File: config.mk
export PLATFORM = sky130hd
export DESIGN_NAME = seven_segment_scanner
export DESIGN_NICKNAME = d
export VERILOG_FILES = /design/src/rtl/seven_segment_pkg.sv /design/src/rtl/seven_segment_scanner_if.sv /design/src/rtl/seven_segment_tick_gen.sv /design/src/rtl/seven_segment_scanner.sv
export SDC_FILE = /design/constraint.sdc
export NUM_CORES = 1
export LEC_CHECK = 0
export ABC_AREA = 1
export CAP_MARGIN = 20
export CORE_MARGIN = 10
export CORE_UTILIZATION = 40
export CTS_CLUSTER_SIZE = 12
export DETAILED_ROUTE_END_ITERATION = 10
export DONT_BUFFER_PORTS = 1
export PLACE_DENSITY = 0.57
export SLEW_MARGIN = 20
export SYNTH_ARGS = -nofsm -noshare
export SYNTH_HDL_FRONTEND = slang
export SYNTH_SLANG_ARGS = --single-unit
File: constraint.sdc
create_clock -name i_CLK -period 3.7 [get_ports i_CLK]
set_input_delay 0 -clock i_CLK [delete_from_list [all_inputs] [get_ports i_CLK]]
set_output_delay 0 -clock i_CLK [all_outputs]
set_load 0.01 [all_outputs]
File: src/rtl/seven_segment_pkg.sv
// Shared phase encoding and constants for the seven-segment scanner.
package seven_segment_pkg;

    typedef enum logic {
        PH_BLANK = 1'b0,
        PH_ON    = 1'b1
    } phase_e;

    localparam int unsigned PWM_PERIOD = 15;
    localparam int unsigned PWM_W      = 4;
    localparam int unsigned MAX_DIGITS = 8;

    localparam logic [MAX_DIGITS-1:0] ANODES_OFF = '1;

endpackage

File: src/rtl/seven_segment_scanner_if.sv
// Slot/frame timing bus from the tick generator to the scanner datapath.
interface seven_segment_scanner_if #(
    parameter int unsigned SLOT_W = 3,
    parameter int unsigned IDX_W  = 2
) ();

    logic [SLOT_W-1:0] slot_cnt;
    logic [IDX_W-1:0]  digit_idx;
    logic              slot_wrap;
    logic              frame_end;
    logic              frame_done;

    modport master (output slot_cnt, digit_idx, slot_wrap, frame_end, frame_done);
    modport slave  (input  slot_cnt, digit_idx, slot_wrap, frame_end, frame_done);

endinterface

File: src/rtl/seven_segment_tick_gen.sv
// Slot counter, digit index and frame-done pulse for the seven-segment scanner.
module seven_segment_tick_gen #(
    parameter int unsigned NUM_DIGITS = 4,
    parameter int unsigned CLK_DIV    = 8
) (
    input  logic                    i_CLK,
    input  logic                    i_RST_N,
    seven_segment_scanner_if.master tick
);

    localparam int unsigned SLOT_W = (CLK_DIV > 1) ? $clog2(CLK_DIV) : 1;
    localparam int unsigned IDX_W  = $clog2(NUM_DIGITS);

    localparam logic [SLOT_W-1:0] SLOT_LAST = SLOT_W'(CLK_DIV - 1);
    localparam logic [IDX_W-1:0]  IDX_LAST  = IDX_W'(NUM_DIGITS - 1);

    logic [SLOT_W-1:0] slot_cnt;
    logic [IDX_W-1:0]  digit_idx;
    logic              frame_done;
    logic              slot_wrap_c;
    logic              frame_end_c;

    assign slot_wrap_c = (slot_cnt == SLOT_LAST);
    assign frame_end_c = slot_wrap_c && (digit_idx == IDX_LAST);

    always_ff @(posedge i_CLK or negedge i_RST_N) begin
        if (!i_RST_N) begin
            slot_cnt   <= '0;
            digit_idx  <= '0;
            frame_done <= 1'b0;
        end else begin
            frame_done <= frame_end_c;
            if (slot_wrap_c) begin
                slot_cnt  <= '0;
                digit_idx <= frame_end_c ? '0 : digit_idx + IDX_W'(1);
            end else begin
                slot_cnt <= slot_cnt + SLOT_W'(1);
            end
        end
    end

    assign tick.slot_cnt   = slot_cnt;
    assign tick.digit_idx  = digit_idx;
    assign tick.slot_wrap  = slot_wrap_c;
    assign tick.frame_end  = frame_end_c;
    assign tick.frame_done = frame_done;

endmodule

File: src/rtl/seven_segment_scanner.sv
// Multiplexed seven-segment scanner with anti-ghost blanking, PWM dimming and
// frame-coherent digit updates. Optional macro: SSD_LEADING_ZERO_SUPPRESS_EN.
module seven_segment_scanner
    import seven_segment_pkg::*;
#(
    parameter int unsigned NUM_DIGITS   = 4,
    parameter int unsigned DIGIT_WIDTH  = 4,
    parameter int unsigned CLK_DIV      = 1000,
    parameter int unsigned BLANK_CYCLES = 16
) (
    input  logic                              i_CLK,
    input  logic                              i_RST_N,
    input  logic                              i_LOAD,
    input  logic [NUM_DIGITS*DIGIT_WIDTH-1:0] i_DIGITS,
    input  logic [NUM_DIGITS-1:0]             i_BLANK_MASK,
    input  logic [3:0]                        i_BRIGHTNESS,
    output logic [DIGIT_WIDTH-1:0]            o_OUT,
    output logic [NUM_DIGITS-1:0]             o_ANODES,
    output logic [$clog2(NUM_DIGITS)-1:0]     o_DIGIT_IDX,
    output logic                              o_FRAME_DONE
);

    localparam int unsigned SLOT_W = (CLK_DIV > 1) ? $clog2(CLK_DIV) : 1;
    localparam int unsigned IDX_W  = $clog2(NUM_DIGITS);
    localparam int unsigned DATA_W = NUM_DIGITS * DIGIT_WIDTH;

    localparam logic [SLOT_W-1:0] BLANK_LAST =
        SLOT_W'((BLANK_CYCLES == 0) ? 0 : BLANK_CYCLES - 1);
    localparam logic [PWM_W-1:0]  PWM_LAST   = PWM_W'(PWM_PERIOD - 1);

    seven_segment_scanner_if #(.SLOT_W(SLOT_W), .IDX_W(IDX_W)) tick ();

    seven_segment_tick_gen #(
        .NUM_DIGITS (NUM_DIGITS),
        .CLK_DIV    (CLK_DIV)
    ) u_tick_gen (
        .i_CLK   (i_CLK),
        .i_RST_N (i_RST_N),
        .tick    (tick)
    );

    phase_e                 phase;
    logic [PWM_W-1:0]       pwm_cnt;
    logic [DATA_W-1:0]      act_digits;
    logic [DATA_W-1:0]      pend_digits;
    logic [NUM_DIGITS-1:0]  act_mask;
    logic [NUM_DIGITS-1:0]  pend_mask;
    logic                   pend_valid;
    logic [NUM_DIGITS-1:0]  blank_c;
    logic [DIGIT_WIDTH-1:0] cur_code_c;
    logic [NUM_DIGITS-1:0]  anodes_c;

    // Phase tracks the slot counter: dark for the first BLANK_CYCLES of each slot.
    always_ff @(posedge i_CLK or negedge i_RST_N) begin
        if (!i_RST_N) begin
            phase <= PH_BLANK;
        end else begin
            case (phase)
                PH_BLANK: if (BLANK_CYCLES == 0 || tick.slot_cnt == BLANK_LAST) phase <= PH_ON;
                PH_ON:    if (tick.slot_wrap && BLANK_CYCLES != 0)             phase <= PH_BLANK;
            endcase
        end
    end

    always_ff @(posedge i_CLK or negedge i_RST_N) begin
        if (!i_RST_N) begin
            pwm_cnt <= '0;
        end else begin
            pwm_cnt <= (pwm_cnt == PWM_LAST) ? '0 : pwm_cnt + PWM_W'(1);
        end
    end

    // Loads land in the shadow; the active copy only changes on a frame boundary.
    always_ff @(posedge i_CLK or negedge i_RST_N) begin
        if (!i_RST_N) begin
            act_digits  <= '0;
            act_mask    <= '0;
            pend_digits <= '0;
            pend_mask   <= '0;
            pend_valid  <= 1'b0;
        end else if (tick.frame_end) begin
            if (i_LOAD) begin
                act_digits <= i_DIGITS;
                act_mask   <= i_BLANK_MASK;
            end else if (pend_valid) begin
                act_digits <= pend_digits;
                act_mask   <= pend_mask;
            end
            pend_valid <= 1'b0;
        end else if (i_LOAD) begin
            pend_digits <= i_DIGITS;
            pend_mask   <= i_BLANK_MASK;
            pend_valid  <= 1'b1;
        end
    end

`ifdef SSD_LEADING_ZERO_SUPPRESS_EN
    logic [NUM_DIGITS-1:0] zero_sup_c;
    logic                  lead_zero_c;

    // Suppress the unbroken run of zero codes starting at digit 0; last digit always shown.
    always_comb begin
        zero_sup_c  = '0;
        lead_zero_c = 1'b1;
        for (int k = 0; k < int'(NUM_DIGITS) - 1; k++) begin
            lead_zero_c   = lead_zero_c && (act_digits[k*DIGIT_WIDTH +: DIGIT_WIDTH] == '0);
            zero_sup_c[k] = lead_zero_c;
        end
    end

    assign blank_c = act_mask | zero_sup_c;
`else
    assign blank_c = act_mask;
`endif

    always_comb begin
        cur_code_c = '0;
        anodes_c   = ANODES_OFF[NUM_DIGITS-1:0];
        for (int k = 0; k < int'(NUM_DIGITS); k++) begin
            if (tick.digit_idx == IDX_W'(k)) begin
                cur_code_c = act_digits[k*DIGIT_WIDTH +: DIGIT_WIDTH];
                if (phase == PH_ON && !blank_c[k] && pwm_cnt < i_BRIGHTNESS) begin
                    anodes_c[int'(NUM_DIGITS) - 1 - k] = 1'b0;
                end
            end
        end
    end

    always_ff @(posedge i_CLK or negedge i_RST_N) begin
        if (!i_RST_N) begin
            o_OUT       <= '0;
            o_ANODES    <= ANODES_OFF[NUM_DIGITS-1:0];
            o_DIGIT_IDX <= '0;
        end else begin
            o_OUT       <= cur_code_c;
            o_ANODES    <= anodes_c;
            o_DIGIT_IDX <= tick.digit_idx;
        end
    end

    assign o_FRAME_DONE = tick.frame_done;

endmodule

==> flow_summary.yaml, run 1 <==
outcome:
  status: "finished, final reports clean"
grt:
  met2_usage_pct: 18.5
  grtUsageMet1_pct: 16.8
  grtUsageTotal_pct: 12.6
  grt_overflow: 0
  grt_antenna_before_repair: 0
  use_met3_pct: 3.76
  grt_pass1_wl_um: 13100
  first_global_vias: 2703
  top_usage_layer: "met2"
  grt_max_degree: 70
cts:
  post_cts_resize_count: 0
  postCtsHoldBufs: 44
  cts.sinks: 69
  clk_path_buf_depth: 2
  clk_latency_ns: 0.36
  cts-root-buf: "clkbuf_8"
  cts_setup_buffers: 0
  cts_made_buffers: 9
  clkSlewWorstSetupHoldPaths_ns: 0.08
  tritoncts: "done"
  htree_levels: 3
placement:
  postPlaceCellArea_um2: 3370
  portBuffers: 0
  gp_routability_congestion: 0.786
  dp_hpwl_um: 4790
drt:
  drt_iter0_drc: 117
  avgViaCountPerCell: 4.87
  routedWlPerCell_um: 13.4
  drt_pass1_iterations: 4
  dr_total_vias: 2713
  drc: 0
  antenna_left: 0
  wl_um: 7490
timing:
  tightestPinTransition_ns: 0.794
  setup_violations: 0
  final.min_clock_period_ns: 2.35
  final_max_slew_viol_count: 0
  finalHoldViolations: 0
  post-route-period-util_pct: 63.4
  whs_ns: 0.0485
  setup_tns_ns: 0
  relSlewSlack_pct: 46.9
  grt_setup_unrepaired: "no"
  fmax_ghz: 0.426
  clock_skew_ns: 0.00899
floorplanning:
  core_area_um2: 8180
  die-area_um2: 12400
  die_h_um: 112
  rows: 33
  die_w_um: 112
  initial_core_util_pct: 41.0
  top_level_ports: 38
critical_path:
  crit_type: "flip-flop to flip-flop"
  required_ns: 3.94
  critPathArrivalTime_ns: 2.59
  critPathMaxFanout: 32
  r2r_start: "u_tick_gen.tick.digit_idx[0]$_DFFE_PN0N_"
  end_kind: "flip-flop"
  crit_path_start: "u_tick_gen.tick.digit_idx[0]$_DFFE_PN0N_"
  critPathLaunchType: "flip-flop"
cells_and_area:
  finalNetCount: 482
  layout_commonest_cell: "nand2_1"
  antenna_cells: 0
  post-route-util_pct: 49.8
  syn2layout_area_growth_pct: 21.5
  final_cell_mix: "nand2_1 (130), dfrtp_1 (65), inv_1 (44)"
  drive_gt1_share_pct: 7.30
  fin_area_um2: 4070
yosys:
  yosysWarningCount: 0
  syn_inst: 410
  yosysSeqAreaShare_pct: 51.7
  postSynthAreaPerCell_um2: 8.17
  syn_nets: 445
  syn_area_um2: 3350
  yosysUniqueCellTypes: 26
  yosys_register_bits: 69
power_and_ir_drop:
  p_per_area_nw_per_um2: 407
  clockPowerShare_pct: 45.8
  netSwitchingFraction_pct: 22.8
  comb_power_share_pct: 6.8
  p_switching_w: 0.000378
  p_int_w: 0.00128
  p_leak_nw: 2.06
  ir_worst_vdd_uv: 243
  pwr-share-seq_pct: 47.4
worst_hold_path:
  min_path_type: "input port to flip-flop"
  worstHoldStart: "i_BRIGHTNESS[2]"
run:
  cap_violations: 0
[area by class of cell]
type	instances	area, µm²
fillers	795	4100
flip-flops and latches	69	1730
multi-input cells	275	1320
repair buffers	46	468
inverters	46	173
well taps	105	131
clock buffers	9	124
clock inverters	7	123
[sequential cells by signal, summed over array words and instances (netlist names)]
signal,flops
act_digits,16
act_mask,4
o_ANODES,4
o_DIGIT_IDX,2
o_OUT,4
pend_digits,16
pend_mask,4
pend_valid,1
phase,1
pwm_cnt,4
u_tick_gen.tick.digit_idx,2
u_tick_gen.tick.frame_done,1
u_tick_gen.tick.slot_cnt,10
[power by group through the flow]
stage	combinational, W	sequential, W	clock, W
floorplan	0.0000517	0.000797	0
global placement	0.0000489	0.000799	0
global route	0.000131	0.000787	0.000810
CTS	0.000114	0.000784	0.000775
finish	0.000113	0.000785	0.000758
detailed placement	0.0000514	0.000799	0
[worst max-delay path, stage by stage (launching register included)]
cell and delay, ns:
dfrtp_1 0.43, ha_1 0.17, buf_4 0.30, nand3_2 0.47, nand3_1 0.21, dlygate4sd3_1 0.58, nand2_1 0.05
[kinds of logic (layout without fill, tap and decap cells)]
kind of cell / Yosys count / count (layout) / share of synthesized area [%]
AO/OA/AOI/OAI: 46 / 46 / 7.06
XOR/XNOR: 3 / 3 / 0.784
adder cells (fa/ha/maj): 8 / 8 / 2.99
buffers and inverters: 66 / 108 / 8.85
flip-flops: 69 / 69 / 51.7
AND/OR/NAND/NOR: 218 / 218 / 28.6
[metal layers]
metal	vias to the layer above	part of all wire, %
li1	1393	-
met1	1245	50
met2	65	43
met3	10	5.4
met4	0	1.6
met5	-	0
[metrics by stage]
stage          std cells  power (W)  setup slack [ns]
6_report             557    0.00166              1.35
5_1_grt              557    0.00173              1.15
4_1_cts              557    0.00167              1.39
3_5_place_dp         497   0.000850              1.60
3_3_place_gp         497   0.000848              1.65
2_1_floorplan        410   0.000849              2.43
[Yosys cell counts (all sizes together)]
cell,instances,share of area [%]
a21boi,1,0.22
a21oi,9,1.3
a31oi,1,0.19
buf,17,3.4
clkbuf,3,0.34
dfrtp,65,49
dfstp,4,3.1
ha,8,3.0
inv,46,5.2
nand2,132,15
nand3,31,4.8
nand4,24,4.5
nor2,25,3.5
nor3,5,0.75
o21ai,34,5.1
o21bai,1,0.22
or2,1,0.19
xor2,3,0.78
[final timing paths]
check	cells past startpoint	slack, ns	endpoint
setup / recovery	6	1.35	pend_mask[0]$_DFFE_PN0P_
hold / removal	4	0.05	o_ANODES[1]$_DFF_PN1_
setup reg to reg	6	1.35	pend_mask[0]$_DFFE_PN0P_
hold reg to reg	0	0.44	o_DIGIT_IDX[1]$_DFF_PN0_
max in group asynchronous	2	3.22	o_ANODES[2]$_DFF_PN1_
min in group asynchronous	2	0.19	o_DIGIT_IDX[0]$_DFF_PN0_
No activity file was read; power rests on OpenSTA's default activity.
==> inputs of run 2 (changes only) <==
--- a/config.mk
+++ b/config.mk
@@ -12,7 +12,7 @@
 export CTS_CLUSTER_SIZE = 12
 export DETAILED_ROUTE_END_ITERATION = 10
 export DONT_BUFFER_PORTS = 1
-export PLACE_DENSITY = 0.57
+export PLACE_DENSITY = 0.59
 export SLEW_MARGIN = 20
 export SYNTH_ARGS = -nofsm -noshare
 export SYNTH_HDL_FRONTEND = slang
==> constraint.sdc (replaced) <==
create_clock -name i_CLK -period 2.08 [get_ports i_CLK]
set_input_delay 0 -clock i_CLK [delete_from_list [all_inputs] [get_ports i_CLK]]
set_output_delay 0 -clock i_CLK [all_outputs]
set_load 0.01 [all_outputs]
==> flow_summary.yaml, run 2 (synthesis results as in run 1) <==
grt:
  met2_usage_pct: 19.0
  first_global_vias: 2756
  grt_overflow: 0
  grtUsageMet1_pct: 18.1
  top_usage_layer: "met2"
  use_met3_pct: 3.65
  grt_pass1_wl_um: 13800
  grt_max_degree: 70
  grt_antenna_before_repair: 0
  grtUsageTotal_pct: 13.1
timing:
  grt_setup_unrepaired: "no"
  setup_slack_ns: 0.139
  finalHoldViolations: 0
  final.min_clock_period_ns: 1.94
  clock_skew_ns: 0.0122
  post-route-period-util_pct: 93.3
  final_max_slew_viol_count: 0
  tightestPinTransition_ns: 0.636
  fmax_ghz: 0.515
  setup_violations: 0
  whs_ns: 0.0455
  relSlewSlack_pct: 57.6
  setup_tns_ns: 0
cells_and_area:
  syn2layout_area_growth_pct: 19.7
  antenna_cells: 0
  nFillCells: 807
  finalNetCount: 483
  final_cell_mix: "nand2_1 (130), dfrtp_1 (65), inv_1 (44)"
  layout_commonest_cell: "nand2_1"
  top_regs: "act_digits x16, pend_digits x16, u_tick_gen.tick.slot_cnt x10"
  fin_area_um2: 4010
  drive_gt1_share_pct: 7.28
cts:
  clk_path_buf_depth: 2
  htree_levels: 3
  clk_latency_ns: 0.34
  clkSlewWorstSetupHoldPaths_ns: 0.08
  cts.sinks: 69
  cts-root-buf: "clkbuf_8"
  tritoncts: "done"
  cts_made_buffers: 9
floorplanning:
  initial_core_util_pct: 41.0
  die-area_um2: 12400
  top_level_ports: 38
  die_h_um: 112
  rows: 33
  core_area_um2: 8180
  die_w_um: 112
power_and_ir_drop:
  p_per_area_nw_per_um2: 645
  p_leak_nw: 2.04
  ir_worst_vdd_uv: 341
  power.total_w: 0.00259
critical_path:
  end_kind: "flip-flop"
  cp.depth: 8
  crit_type: "flip-flop to flip-flop"
  path_delay_family: "buffers and inverters"
  critPathArrivalTime_ns: 2.17
  slowest_delay_ns: 0.56
  r2r_slack_ns: 0.14
  critPathMaxFanout: 22
  slowest_stage: "dlygate4sd3_1"
  required_ns: 2.31
  rr_worst_depth: 8
  crit_top_cell: "nand3_1"
  critPathLaunchType: "flip-flop"
  crit_chain: "ha_2 > nand3_1 > nor2_2 > nand3_2 > buf_6 > nand3_1 > dlygate4sd3_1 > nand2_1"
  critPathBufInv: 2
drt:
  antenna_left: 0
  avgViaCountPerCell: 4.96
  drt_iter0_drc: 154
  dr_total_vias: 2770
  drc: 0
  routedWlPerCell_um: 13.9
  wl_um: 7780
  drt_pass1_iterations: 5
placement:
  postPlaceCellArea_um2: 3390
  dp_hpwl_um: 5060
  dp_slack_ns: 0.513
  gp_routability_congestion: 0.815
  portBuffers: 0
run:
  cap_violations: 0
outcome:
  status: "finished, final reports clean"
worst_hold_path:
  min_delay_path_depth: 4
  min_path_type: "input port to flip-flop"
run 2: cell types whose count changed in the layout (fill, tap and decap cells not counted), moves of 2 or more:
cell,previous run,this run
bufinv_16,3,0
clkinv_2,0,2
clkbuf_1,0,3
clkbuf_8,9,11
clkinvlp_4,2,0
run 2: worst paths after layout:
kind,start,end
max in group asynchronous,i_RST_N,o_ANODES[0]$_DFF_PN1_
min reg2reg,pend_digits[7]$_DFFE_PN0P_,pend_digits[7]$_DFFE_PN0P_
min in group asynchronous,i_RST_N,o_OUT[3]$_DFF_PN0_
min,i_LOAD,act_digits[1]$_DFFE_PN0P_
max reg2reg,u_tick_gen.tick.slot_cnt[0]$_DFF_PN0_,pend_digits[4]$_DFFE_PN0P_
max,u_tick_gen.tick.slot_cnt[0]$_DFF_PN0_,pend_digits[4]$_DFFE_PN0P_
run 2: area by class of cell:
class / instances / area (µm²) / area share (%)
clock buffer: 14 / 163 / 4.06
multi-input combinational: 275 / 1330 / 33.0
tap: 105 / 131 / 3.28
sequential: 69 / 1730 / 43.2
clock inverter: 2 / 10.0 / 0.250
timing repair buffer: 47 / 477 / 11.9
inverter: 46 / 173 / 4.31
run 2: where the power goes:
group	leakage [nW]	switching [W]	internal, W
registers	0.885	0.0000196	0.00138
clock network	0.0905	0.000491	0.000497
logic	1.06	0.000107	0.0000947
total	2.04	0.000618	0.00197
run 2: timing repair:
item,in CTS,in global routing
hold buffers,43,0
setup buffers,0,0
endpoints found under the hold margin,109,0
endpoints found under the setup margin,0,20
gates resized for setup,0,2
run 2: per-layer routing:
metal | vias to the layer above | share of wire [%]
met3 | 8 | 4.6
met2 | 53 | 44
met4 | 0 | 1.4
li1 | 1391 | -
met1 | 1318 | 50
met5 | - | 0
run 2: metrics by stage:
| step | utilization [%] | std cells |
|---|---|---|
| 4_1_cts | 49.0 | 558 |
| 2_1_floorplan | - | 410 |
| 6_report | 49.1 | 558 |
| 3_5_place_dp | 41.4 | 499 |
| 5_1_grt | 49.1 | 558 |
| 3_3_place_gp | 41.4 | 499 |
run 2: worst register-to-register path: stages (launching register included):
cell,delay (ns)
dfrtp_1,0.38
ha_2,0.21
nand3_1,0.08
nor2_2,0.15
nand3_2,0.11
buf_6,0.19
nand3_1,0.09
dlygate4sd3_1,0.56
nand2_1,0.05
==> inputs of run 3 (changes only) <==
--- a/config.mk
+++ b/config.mk
@@ -7,12 +7,13 @@
 export LEC_CHECK = 0
 export ABC_AREA = 1
 export CAP_MARGIN = 20
+export CORE_ASPECT_RATIO = 1.1
 export CORE_MARGIN = 10
 export CORE_UTILIZATION = 40
 export CTS_CLUSTER_SIZE = 12
 export DETAILED_ROUTE_END_ITERATION = 10
 export DONT_BUFFER_PORTS = 1
-export PLACE_DENSITY = 0.59
+export PLACE_DENSITY = 0.65
 export SLEW_MARGIN = 20
 export SYNTH_ARGS = -nofsm -noshare
 export SYNTH_HDL_FRONTEND = slang
==> flow_summary.yaml, run 3 (synthesis results as in run 1) <==
cts:
  clk_path_buf_depth: 2
  cts_made_buffers: 9
  cts.sinks: 69
  htree_levels: 3
  tritoncts: "done"
  cts-root-buf: "clkbuf_8"
  clk_latency_ns: 0.35
  clkSlewWorstSetupHoldPaths_ns: 0.08
timing:
  setup_violations: 0
  setup_tns_ns: 0
  final.min_clock_period_ns: 1.96
  tightestPinTransition_ns: 0.584
  clock_skew_ns: 0.0183
  fmax_ghz: 0.510
  relSlewSlack_pct: 61.1
  final_max_slew_viol_count: 0
  grt_setup_unrepaired: "no"
  whs_ns: 0.0460
  finalHoldViolations: 0
  post-route-period-util_pct: 94.3
placement:
  gp_routability_congestion: 0.790
  place_inst: 503
  dp_hpwl_um: 4850
  portBuffers: 0
critical_path:
  critPathMaxFanout: 22
  critPathLaunchType: "flip-flop"
  end_kind: "flip-flop"
  critPathArrivalTime_ns: 2.20
  required_ns: 2.32
  crit_type: "flip-flop to flip-flop"
run:
  cap_violations: 0
grt:
  grt_pass1_wl_um: 13400
  grt_antenna_before_repair: 0
  grt_max_degree: 70
  grtUsageTotal_pct: 13.3
  first_global_vias: 2778
  grt_overflow: 0
drt:
  drt_iter0_drc: 165
  wl_um: 7730
  dr_total_vias: 2788
  routedWlPerCell_um: 13.7
  avgViaCountPerCell: 4.95
  antenna_left: 0
  drt_pass1_iterations: 4
  drc: 0
floorplanning:
  die-area_um2: 12400
  rows: 34
  die_h_um: 116
  top_level_ports: 38
  core_area_um2: 8040
  initial_core_util_pct: 41.7
  die_w_um: 107
cells_and_area:
  drive_gt1_share_pct: 7.91
  syn2layout_area_growth_pct: 21.3
  final_cell_mix: "nand2_1 (130), dfrtp_1 (65), inv_1 (44)"
  finalNetCount: 485
  antenna_cells: 0
  layoutNonFillerInstCount: 563
  layout_commonest_cell: "nand2_1"
  top_regs: "act_digits x16, pend_digits x16, u_tick_gen.tick.slot_cnt x10"
worst_hold_path:
  min_path_type: "input port to flip-flop"
power_and_ir_drop:
  ir_worst_vdd_uv: 394
  p_per_area_nw_per_um2: 666
  p_leak_nw: 2.06
outcome:
  status: "finished, final reports clean"
## run 3: changes by cell type in the layout (fill, tap and decap cells not counted), sizes merged
| cell | before | now |
|---|---|---|
| buf | 6 | 8 |
| clkbuf | 14 | 13 |
| bufinv | 0 | 1 |
## run 3: worst max-delay path, cell delays in order, from the launching register on
cell	delay, ns
dfrtp_1	0.36
ha_2	0.20
nand3_1	0.12
nor2_4	0.15
nand3_2	0.10
buf_6	0.20
nand3_1	0.09
dlygate4sd3_1	0.58
nand2_1	0.06
## run 3: report_power, final
part | switching, W | internal (W)
Clock | 0.000492 | 0.000621
Sequential | 0.0000180 | 0.00138
Combinational | 0.000105 | 0.0000947
Total | 0.000615 | 0.00209
## run 3: final cells by class
cell class | count | area (µm²)
Fill cell | 746 | 3980
Sequential cell | 69 | 1730
Multi-Input combinational cell | 275 | 1330
Timing Repair Buffer | 49 | 492
Inverter | 46 | 173
Clock buffer | 13 | 159
Tap cell | 108 | 135
Clock inverter | 3 | 43.8
## run 3: timing repair
| action | 4_1_cts | 5_1_grt |
|---|---|---|
| setup endpoints to repair | 0 | 20 |
| gates resized for setup | 0 | 3 |
| hold buffers | 43 | 0 |
| endpoints found under the hold margin | 109 | 0 |
| setup buffers | 0 | 1 |
## run 3: through the flow
stage          setup WS, ns  power [W]  utilization (%)  cell area (µm²)
2_1_floorplan         0.811    0.00151                -             3350
3_3_place_gp          0.575    0.00151             42.3             3400
3_5_place_dp          0.537    0.00151             42.3             3400
4_1_cts              0.0980    0.00275             50.4             4050
5_1_grt              0.0141    0.00283             50.5             4060
6_report              0.119    0.00271             50.5             4060
## run 3: per-layer routing
layer	vias up	track usage (%)	share of wire (%)
li1	1392	-	-
met1	1315	16.5	46
met2	75	20.9	47
met3	6	5.11	6.1
met4	0	4.16	0.91
met5	-	0	0
## run 3: worst paths after layout
kind	start	end	slack, ns	depth (start not counted)
worst max-delay path	u_tick_gen.tick.slot_cnt[1]$_DFF_PN0_	pend_digits[5]$_DFFE_PN0P_	0.12	8
worst min-delay path	i_BRIGHTNESS[3]	o_ANODES[1]$_DFF_PN1_	0.05	4
worst max register to register	u_tick_gen.tick.slot_cnt[1]$_DFF_PN0_	pend_digits[5]$_DFFE_PN0P_	0.12	8
worst min register to register	pend_digits[8]$_DFFE_PN0P_	pend_digits[8]$_DFFE_PN0P_	0.47	2
max in group asynchronous	i_RST_N	o_ANODES[1]$_DFF_PN1_	1.55	2
min in group asynchronous	i_RST_N	act_digits[5]$_DFFE_PN0P_	0.22	2
